## src/rtl/banked_regfile_if.sv

```systemverilog
// Bus bundle for banked_regfile: read ports, EX/WB write ports, PC redirect and
// exception entry/return handshake. The core takes the slave view.
interface banked_regfile_if #(
    parameter int DATA_W    = 32,
    parameter int NUM_BANKS = 4
);
    localparam int BANK_W = $clog2(NUM_BANKS);

    logic              en;
    logic [3:0]        i_rm_code, i_rn_code, i_rs_code, i_re_code;
    logic [DATA_W-1:0] o_rm_reg, o_rn_reg, o_rs_reg, o_re_reg;
    logic [DATA_W-1:0] i_pc_next;
    logic              i_rd_en_ex, i_rd_en_wb;
    logic [3:0]        i_rd_code_ex, i_rd_code_wb;
    logic [DATA_W-1:0] i_rd_reg_ex, i_rd_reg_wb;
    logic              o_pc_en;
    logic [DATA_W-1:0] o_pc_reg;
    logic              i_exc_req;
    logic [BANK_W-1:0] i_exc_bank;
    logic [DATA_W-1:0] i_exc_lr;
    logic              i_ret_req;
    logic              o_exc_ack, o_exc_err, o_busy;
    logic [BANK_W-1:0] o_bank;

    modport slave (
        input  en, i_rm_code, i_rn_code, i_rs_code, i_re_code, i_pc_next,
               i_rd_en_ex, i_rd_code_ex, i_rd_reg_ex,
               i_rd_en_wb, i_rd_code_wb, i_rd_reg_wb,
               i_exc_req, i_exc_bank, i_exc_lr, i_ret_req,
        output o_rm_reg, o_rn_reg, o_rs_reg, o_re_reg, o_pc_en, o_pc_reg,
               o_exc_ack, o_exc_err, o_busy, o_bank
    );

    modport master (
        output en, i_rm_code, i_rn_code, i_rs_code, i_re_code, i_pc_next,
               i_rd_en_ex, i_rd_code_ex, i_rd_reg_ex,
               i_rd_en_wb, i_rd_code_wb, i_rd_reg_wb,
               i_exc_req, i_exc_bank, i_exc_lr, i_ret_req,
        input  o_rm_reg, o_rn_reg, o_rs_reg, o_re_reg, o_pc_en, o_pc_reg,
               o_exc_ack, o_exc_err, o_busy, o_bank
    );
endinterface

```

## src/rtl/banked_regfile.sv

```systemverilog
// Register file with shared low registers and per-bank high registers (r14 is the
// link register), plus a small FSM for exception entry and return between banks.
module banked_regfile #(
    parameter int DATA_W    = 32,
    parameter int NUM_BANKS = 4,
    parameter int BANK_LO   = 13
) (
    input  logic             clk,
    input  logic             rst,
    banked_regfile_if.slave  bus
);
    localparam int BANK_W = $clog2(NUM_BANKS);
    localparam int NB     = 15 - BANK_LO;

    typedef enum logic [1:0] {IDLE, ENTER, RETURN} state_t;

    state_t            state_reg, state_next;
    logic [BANK_W-1:0] bank_reg, bank_next;
    logic [DATA_W-1:0] ret_pc_reg, ret_pc_next;
    logic              err_reg, err_next;

    logic [DATA_W-1:0] view [16];
    logic [DATA_W-1:0] banked_q [NUM_BANKS][NB];
    logic [BANK_W-1:0] prev_q [NUM_BANKS];

    logic idle, commit, ex_hit15, wb_hit15, wr_ex, wr_wb;
    logic exc_valid, exc_accept, ret_accept, req_error;

    assign idle       = (state_reg == IDLE);
    assign commit     = bus.en && idle;
    assign ex_hit15   = bus.i_rd_en_ex && (bus.i_rd_code_ex == 4'd15);
    assign wb_hit15   = bus.i_rd_en_wb && (bus.i_rd_code_wb == 4'd15);
    assign wr_ex      = commit && bus.i_rd_en_ex && !ex_hit15;
    assign wr_wb      = commit && bus.i_rd_en_wb && !wb_hit15;
    assign exc_valid  = (bus.i_exc_bank != bank_reg) && (int'(bus.i_exc_bank) < NUM_BANKS);
    assign exc_accept = commit && bus.i_exc_req && exc_valid;
    assign ret_accept = commit && bus.i_ret_req && !bus.i_exc_req && (bank_reg != '0);
    assign req_error  = commit && ((bus.i_exc_req && !exc_valid) ||
                                   (bus.i_ret_req && !bus.i_exc_req && (bank_reg == '0)));

    always_ff @(posedge clk) begin
        if (rst) begin
            state_reg  <= IDLE;
            bank_reg   <= '0;
            ret_pc_reg <= '0;
            err_reg    <= 1'b0;
        end else begin
            state_reg  <= state_next;
            bank_reg   <= bank_next;
            ret_pc_reg <= ret_pc_next;
            err_reg    <= err_next;
        end
    end

    always_comb begin
        state_next  = state_reg;
        bank_next   = bank_reg;
        ret_pc_next = ret_pc_reg;
        err_next    = err_reg;
        if (bus.en) begin
            err_next = req_error;
            case (state_reg)
                IDLE: begin
                    if (exc_accept) begin
                        state_next = ENTER;
                        bank_next  = bus.i_exc_bank;
                    end else if (ret_accept) begin
                        state_next  = RETURN;
                        bank_next   = prev_q[bank_reg];
                        ret_pc_next = view[14];
                    end
                end
                default: state_next = IDLE;
            endcase
        end
    end

    genvar gi, gj;

    // Shared registers: visible from every bank.
    for (gi = 0; gi < BANK_LO; gi++) begin : g_shared
        logic [DATA_W-1:0] q_reg;
        logic              sel_ex, sel_wb;
        assign sel_ex = wr_ex && (bus.i_rd_code_ex == 4'(gi));
        assign sel_wb = wr_wb && (bus.i_rd_code_wb == 4'(gi));
        always_ff @(posedge clk) begin
            if (rst)         q_reg <= '0;
            else if (sel_ex) q_reg <= bus.i_rd_reg_ex;
            else if (sel_wb) q_reg <= bus.i_rd_reg_wb;
        end
        assign view[gi] = q_reg;
    end

    for (gi = 0; gi < NUM_BANKS; gi++) begin : g_bank
        logic [BANK_W-1:0] prev_reg;
        logic              mine, entry;
        assign mine  = (bank_reg == BANK_W'(gi));
        assign entry = exc_accept && (bus.i_exc_bank == BANK_W'(gi));
        always_ff @(posedge clk) begin
            if (rst)        prev_reg <= '0;
            else if (entry) prev_reg <= bank_reg;
        end
        assign prev_q[gi] = prev_reg;

        for (gj = 0; gj < NB; gj++) begin : g_reg
            logic [DATA_W-1:0] q_reg;
            logic              sel_ex, sel_wb, lr_load;
            assign sel_ex  = wr_ex && mine && (bus.i_rd_code_ex == 4'(BANK_LO + gj));
            assign sel_wb  = wr_wb && mine && (bus.i_rd_code_wb == 4'(BANK_LO + gj));
            // Only the link register of the target bank captures the return address.
            assign lr_load = entry && (BANK_LO + gj == 14);
            always_ff @(posedge clk) begin
                if (rst)          q_reg <= '0;
                else if (lr_load) q_reg <= bus.i_exc_lr;
                else if (sel_ex)  q_reg <= bus.i_rd_reg_ex;
                else if (sel_wb)  q_reg <= bus.i_rd_reg_wb;
            end
            assign banked_q[gi][gj] = q_reg;
        end
    end

    for (gi = BANK_LO; gi < 15; gi++) begin : g_view
        assign view[gi] = banked_q[bank_reg][gi-BANK_LO];
    end
    assign view[15] = bus.i_pc_next;

    logic [3:0]        rd_code [4];
    logic [DATA_W-1:0] rd_data [4];
    assign rd_code[0] = bus.i_rm_code;
    assign rd_code[1] = bus.i_rn_code;
    assign rd_code[2] = bus.i_rs_code;
    assign rd_code[3] = bus.i_re_code;

    for (gi = 0; gi < 4; gi++) begin : g_read
        logic [DATA_W-1:0] data;
        always_comb begin
            data = view[rd_code[gi]];
            if (idle && rd_code[gi] != 4'd15) begin
                if (bus.i_rd_en_ex && bus.i_rd_code_ex == rd_code[gi])      data = bus.i_rd_reg_ex;
                else if (bus.i_rd_en_wb && bus.i_rd_code_wb == rd_code[gi]) data = bus.i_rd_reg_wb;
            end
        end
        assign rd_data[gi] = data;
    end

    assign bus.o_rm_reg  = rd_data[0];
    assign bus.o_rn_reg  = rd_data[1];
    assign bus.o_rs_reg  = rd_data[2];
    assign bus.o_re_reg  = rd_data[3];
    assign bus.o_busy    = !idle;
    assign bus.o_exc_ack = (state_reg == ENTER);
    assign bus.o_exc_err = err_reg;
    assign bus.o_bank    = bank_reg;

    always_comb begin
        bus.o_pc_en  = 1'b0;
        bus.o_pc_reg = wb_hit15 ? bus.i_rd_reg_wb : bus.i_rd_reg_ex;
        case (state_reg)
            IDLE:    bus.o_pc_en = ex_hit15 || wb_hit15;
            RETURN: begin
                bus.o_pc_en  = 1'b1;
                bus.o_pc_reg = ret_pc_reg;
            end
            default: bus.o_pc_en = 1'b0;
        endcase
    end
endmodule

```

## src/flat_wrapper.sv

```systemverilog
// flat-port wrapper written by rule: the top's interface ports become plain ports
module banked_regfile_flat 
#(
    parameter int DATA_W    = 32,
    parameter int NUM_BANKS = 4,
    parameter int BANK_LO   = 13
)
  (clk, rst, bus_en, bus_i_rm_code, bus_i_rn_code, bus_i_rs_code, bus_i_re_code, bus_i_pc_next, bus_i_rd_en_ex, bus_i_rd_code_ex, bus_i_rd_reg_ex, bus_i_rd_en_wb, bus_i_rd_code_wb, bus_i_rd_reg_wb, bus_i_exc_req, bus_i_exc_bank, bus_i_exc_lr, bus_i_ret_req, bus_o_rm_reg, bus_o_rn_reg, bus_o_rs_reg, bus_o_re_reg, bus_o_pc_en, bus_o_pc_reg, bus_o_exc_ack, bus_o_exc_err, bus_o_busy, bus_o_bank);
  banked_regfile_if #(.DATA_W(DATA_W), .NUM_BANKS(NUM_BANKS)) bus_i ();
  input  logic clk;
  input  logic rst;
  input wire logic [$bits(bus_i.en)-1:0] bus_en;
  input wire logic [$bits(bus_i.i_rm_code)-1:0] bus_i_rm_code;
  input wire logic [$bits(bus_i.i_rn_code)-1:0] bus_i_rn_code;
  input wire logic [$bits(bus_i.i_rs_code)-1:0] bus_i_rs_code;
  input wire logic [$bits(bus_i.i_re_code)-1:0] bus_i_re_code;
  input wire logic [$bits(bus_i.i_pc_next)-1:0] bus_i_pc_next;
  input wire logic [$bits(bus_i.i_rd_en_ex)-1:0] bus_i_rd_en_ex;
  input wire logic [$bits(bus_i.i_rd_code_ex)-1:0] bus_i_rd_code_ex;
  input wire logic [$bits(bus_i.i_rd_reg_ex)-1:0] bus_i_rd_reg_ex;
  input wire logic [$bits(bus_i.i_rd_en_wb)-1:0] bus_i_rd_en_wb;
  input wire logic [$bits(bus_i.i_rd_code_wb)-1:0] bus_i_rd_code_wb;
  input wire logic [$bits(bus_i.i_rd_reg_wb)-1:0] bus_i_rd_reg_wb;
  input wire logic [$bits(bus_i.i_exc_req)-1:0] bus_i_exc_req;
  input wire logic [$bits(bus_i.i_exc_bank)-1:0] bus_i_exc_bank;
  input wire logic [$bits(bus_i.i_exc_lr)-1:0] bus_i_exc_lr;
  input wire logic [$bits(bus_i.i_ret_req)-1:0] bus_i_ret_req;
  output wire logic [$bits(bus_i.o_rm_reg)-1:0] bus_o_rm_reg;
  output wire logic [$bits(bus_i.o_rn_reg)-1:0] bus_o_rn_reg;
  output wire logic [$bits(bus_i.o_rs_reg)-1:0] bus_o_rs_reg;
  output wire logic [$bits(bus_i.o_re_reg)-1:0] bus_o_re_reg;
  output wire logic [$bits(bus_i.o_pc_en)-1:0] bus_o_pc_en;
  output wire logic [$bits(bus_i.o_pc_reg)-1:0] bus_o_pc_reg;
  output wire logic [$bits(bus_i.o_exc_ack)-1:0] bus_o_exc_ack;
  output wire logic [$bits(bus_i.o_exc_err)-1:0] bus_o_exc_err;
  output wire logic [$bits(bus_i.o_busy)-1:0] bus_o_busy;
  output wire logic [$bits(bus_i.o_bank)-1:0] bus_o_bank;
  assign bus_i.en = bus_en;
  assign bus_i.i_rm_code = bus_i_rm_code;
  assign bus_i.i_rn_code = bus_i_rn_code;
  assign bus_i.i_rs_code = bus_i_rs_code;
  assign bus_i.i_re_code = bus_i_re_code;
  assign bus_i.i_pc_next = bus_i_pc_next;
  assign bus_i.i_rd_en_ex = bus_i_rd_en_ex;
  assign bus_i.i_rd_code_ex = bus_i_rd_code_ex;
  assign bus_i.i_rd_reg_ex = bus_i_rd_reg_ex;
  assign bus_i.i_rd_en_wb = bus_i_rd_en_wb;
  assign bus_i.i_rd_code_wb = bus_i_rd_code_wb;
  assign bus_i.i_rd_reg_wb = bus_i_rd_reg_wb;
  assign bus_i.i_exc_req = bus_i_exc_req;
  assign bus_i.i_exc_bank = bus_i_exc_bank;
  assign bus_i.i_exc_lr = bus_i_exc_lr;
  assign bus_i.i_ret_req = bus_i_ret_req;
  assign bus_o_rm_reg = bus_i.o_rm_reg;
  assign bus_o_rn_reg = bus_i.o_rn_reg;
  assign bus_o_rs_reg = bus_i.o_rs_reg;
  assign bus_o_re_reg = bus_i.o_re_reg;
  assign bus_o_pc_en = bus_i.o_pc_en;
  assign bus_o_pc_reg = bus_i.o_pc_reg;
  assign bus_o_exc_ack = bus_i.o_exc_ack;
  assign bus_o_exc_err = bus_i.o_exc_err;
  assign bus_o_busy = bus_i.o_busy;
  assign bus_o_bank = bus_i.o_bank;
  banked_regfile #(.DATA_W(DATA_W), .NUM_BANKS(NUM_BANKS), .BANK_LO(BANK_LO)) u_core (.clk(clk), .rst(rst), .bus(bus_i));
endmodule
```

## config.mk

```make
export PLATFORM = sky130hd
export DESIGN_NAME = banked_regfile_flat
export DESIGN_NICKNAME = d
export VERILOG_FILES = /design/src/rtl/banked_regfile_if.sv /design/src/rtl/banked_regfile.sv /design/src/flat_wrapper.sv
export SDC_FILE = /design/constraint.sdc
export NUM_CORES = 2
export LEC_CHECK = 0
export BUFFER_PORTS_ARGS = -buffer_cell sky130_fd_sc_hd__buf_2
export CORE_MARGIN = 5
export CORE_UTILIZATION = 25
export DETAILED_ROUTE_END_ITERATION = 10
export GPL_TIMING_DRIVEN = 0
export PLACE_DENSITY = 0.39
export SLEW_MARGIN = 20
export SYNTH_ARGS = -nofsm -noshare
export SYNTH_HDL_FRONTEND = slang
export SYNTH_SLANG_ARGS = --single-unit
```

## constraint.sdc

```tcl
create_clock -name clk -period 3.4 [get_ports clk]
set_clock_uncertainty 0.15 [all_clocks]
set_input_delay 0.17 -clock clk [delete_from_list [all_inputs] [get_ports clk]]
set_output_delay 0.17 -clock clk [all_outputs]
set_load 0.03 [all_outputs]
```

==> flow_summary.yaml <==
synth:
  yosys.area.top_type: "dfxtp_1"
  synth_edf_count: 0
  ys_ff_latch: 717
  synth_warnings: 0
  synth_top_area_share_pct: 26.4
  syn-num-nets: 6202
  avgSynthCellArea_sq_um: 9.02
  synthCells: 6041
  synth-seq-area-share_pct: 26.4
  synthTopCellsByArea: "dfxtp_1, mux2i_1, mux4_2, a211oi_1, nor2_1"
  syn_area_sq_um: 54500
  ys_types: 62
  synth_ff_type: "dfxtp_1"
  postSynth.asyncResetShare_pct: 0
clocking:
  clock-sinks: 717
  clockBufferDepth: 3
  cts-root-buf: "clkbuf_16"
  cts_tree: "yes"
  numCtsBuffers: 94
  htreeDepth: 3
  cts.clk_slew.worst_paths_ns: 0.06
  clock_latency_ns: 0.72
grt:
  antenna_found_initial: 21
  grt_usage_pct: 30.7
  grt_pass1_vias: 53500
  grt_pass1_wl_microns: 483000
  grt_overflow: 0
  grt_max_degree: 13
timing:
  worst_slew_pin_slew_ns: 1.34
  hold_viol: 0
  relSlewSlack_pct: 10.5
  setup_slack_ns: -0.310
  finalSetupViolations: 128
  post-route-period-util_pct: 109
  setup-tns-final_ns: -21.97
  fin_hold_ws_ns: 0.0452
  rsz0062_at_grt: "yes"
  slew_violations: 0
  max_freq_mhz: 270
  min_period_ns: 3.71
critical_path:
  crit_chain: "nor2_4 -> o21ai_1 -> clkbuf_1 -> o32a_1 -> buf_6"
  startpoint_type: "register"
  crit_slowest_cell: "clkbuf_1"
  crit_family: "buffers and inverters"
  path_class: "register to primary output"
  arrival_ns: 3.39
  critical_path_peak_fanout: 10
  required_ns: 3.08
  endpoint_kind: "primary output"
  max_stage_delay_ns: 1.02
  path_buf_inv: 2
finish:
  final_cells: 9487
  largest_register_ffs: 416
  final_common_cell: "mux2i_1"
  nNetsFinal: 6707
  seq_area_sq_um: 14400
  drive_gt1_share_pct: 21.1
  final_cell_mix: "mux2i_1, dfxtp_1, nor2_1"
  final_core_util_pct: 31.0
  stdcell_area_sq_um: 67300
  multi_input_area_sq_um: 38500
  synthToLayoutAreaGrowth_pct: 23.5
  fill_cells: 22800
pwr:
  ir_worst_vdd_uv: 346
  p_leak_uw: 0.0241
  power-per-cell-area_nw_per_um2: 377
job:
  cap_violations: 0
detailed_routing:
  dr_total_vias: 55600
  routed_wirelength_microns: 367000
  wire_per_inst_microns: 38.7
  drc: 0
  antenna_left: 0
  routed_via_density: 5.86
  dr.pass1.iters: 6
  drt_iter0_drc: 6517
die:
  rows: 171
  start_util_pct: 25.1
  ioPinCount: 327
  die_height_microns: 477
  die_w_microns: 477
  fp.coreArea_sq_um: 217000
  die_area_sq_um: 227000
run_status:
  status: "finished with violations"
  violations: "setup timing"
placement:
  portBuffers: 262
  placed_area_sq_um: 59600
  routabilityCongestion: 1.03
  hpwlAfterDp_microns: 311000
  dp_cells: 9167
min_path:
  hold_path.class: "input port to register"
[what timing repair did]
item                                    4_1_cts  5_1_grt
cloned                                        4        0
endpoints found under the setup margin      594      455
pin swaps                                    52       80
hold buffers                                 83        0
hold endpoints to repair                    135        0
setup buffers                                41       16
resized for setup                           566      281
[final cells by class]
class,count,area share (%)
multi-input cells,4426,57.3
flip-flops and latches,717,21.3
plain buffers,812,5.70
well taps,2854,5.31
repair buffers,413,5.18
clock buffers,131,4.05
clock inverters,37,0.638
inverters,82,0.463
diodes,15,0.0558
[through the flow]
step	setup slack, ns	power, uW
2_1_floorplan	0.379	11600
3_3_place_gp	-1.98	14100
3_5_place_dp	-1.57	14200
4_1_cts	-0.339	25200
5_1_grt	-0.281	25800
6_report	-0.310	25400
[metal layers]
metal / vias up / part of all wire [%] / track usage, %
met4: 2 / 6.5 / 17.3
met2: 2647 / 45 / 48.2
li1: 24000 / - / -
met5: - / 0.0025 / 0
met3: 543 / 6.1 / 4.15
met1: 28400 / 43 / 40.6
[power by group]
part / total (uW) / leakage (uW) / switching (uW) / internal [uW]
clock: 10500 / 0.00156 / 4370 / 6180
combinational: 6090 / 0.0167 / 4260 / 1830
sequential: 8710 / 0.00579 / 170 / 8540
[synth_stat cells, types with 34 or more instances]
| library cell | number |
|---|---|
| o32a_1 | 80 |
| mux4_2 | 337 |
| clkbuf_1 | 621 |
| a221oi_1 | 64 |
| buf_1 | 96 |
| nand2_1 | 407 |
| nor2_1 | 685 |
| o21ai_0 | 68 |
| a21oi_1 | 192 |
| nor2b_1 | 77 |
| a221o_1 | 96 |
| dfxtp_1 | 717 |
| a22oi_1 | 115 |
| buf_2 | 68 |
| o22ai_1 | 48 |
| a41oi_1 | 34 |
| inv_1 | 82 |
| nor3_1 | 135 |
| a211oi_1 | 561 |
| mux2i_1 | 1125 |
| a31oi_1 | 129 |
[cells by family after synthesis]
kind of cell	after synthesis	share of synthesized area, %
buf+inv	898	6.58
simple gates	1377	10.7
compound gates	1523	20.6
xor+xnor	34	0.547
mux	1492	35.2
flops	717	26.4
[worst paths after layout]
path / start / endpoint / slack (ns) / depth (start not counted)
worst max-delay path: u_core.state_reg[1]$_SDFFE_PP0P_ / bus_o_re_reg[30] / -0.31 / 5
worst min-delay path: bus_i_rd_reg_wb[8] / u_core.g_bank[3].g_reg[1].q_reg[8]$_SDFFE_PP0P_ / 0.05 / 3
worst max register to register: u_core.state_reg[1]$_SDFFE_PP0P_ / u_core.g_bank[2].g_reg[1].q_reg[29]$_SDFFE_PP0P_ / 0.03 / 8
worst min register to register: u_core.g_bank[3].g_reg[1].q_reg[4]$_SDFFE_PP0P_ / u_core.g_bank[3].g_reg[1].q_reg[4]$_SDFFE_PP0P_ / 0.30 / 1
[worst min-delay path: stages]
cell and delay [ns]:
buf_1 0.28, o221a_2 0.33, o21a_1 0.09
Note: power is estimated with default switching activity, not from simulation.
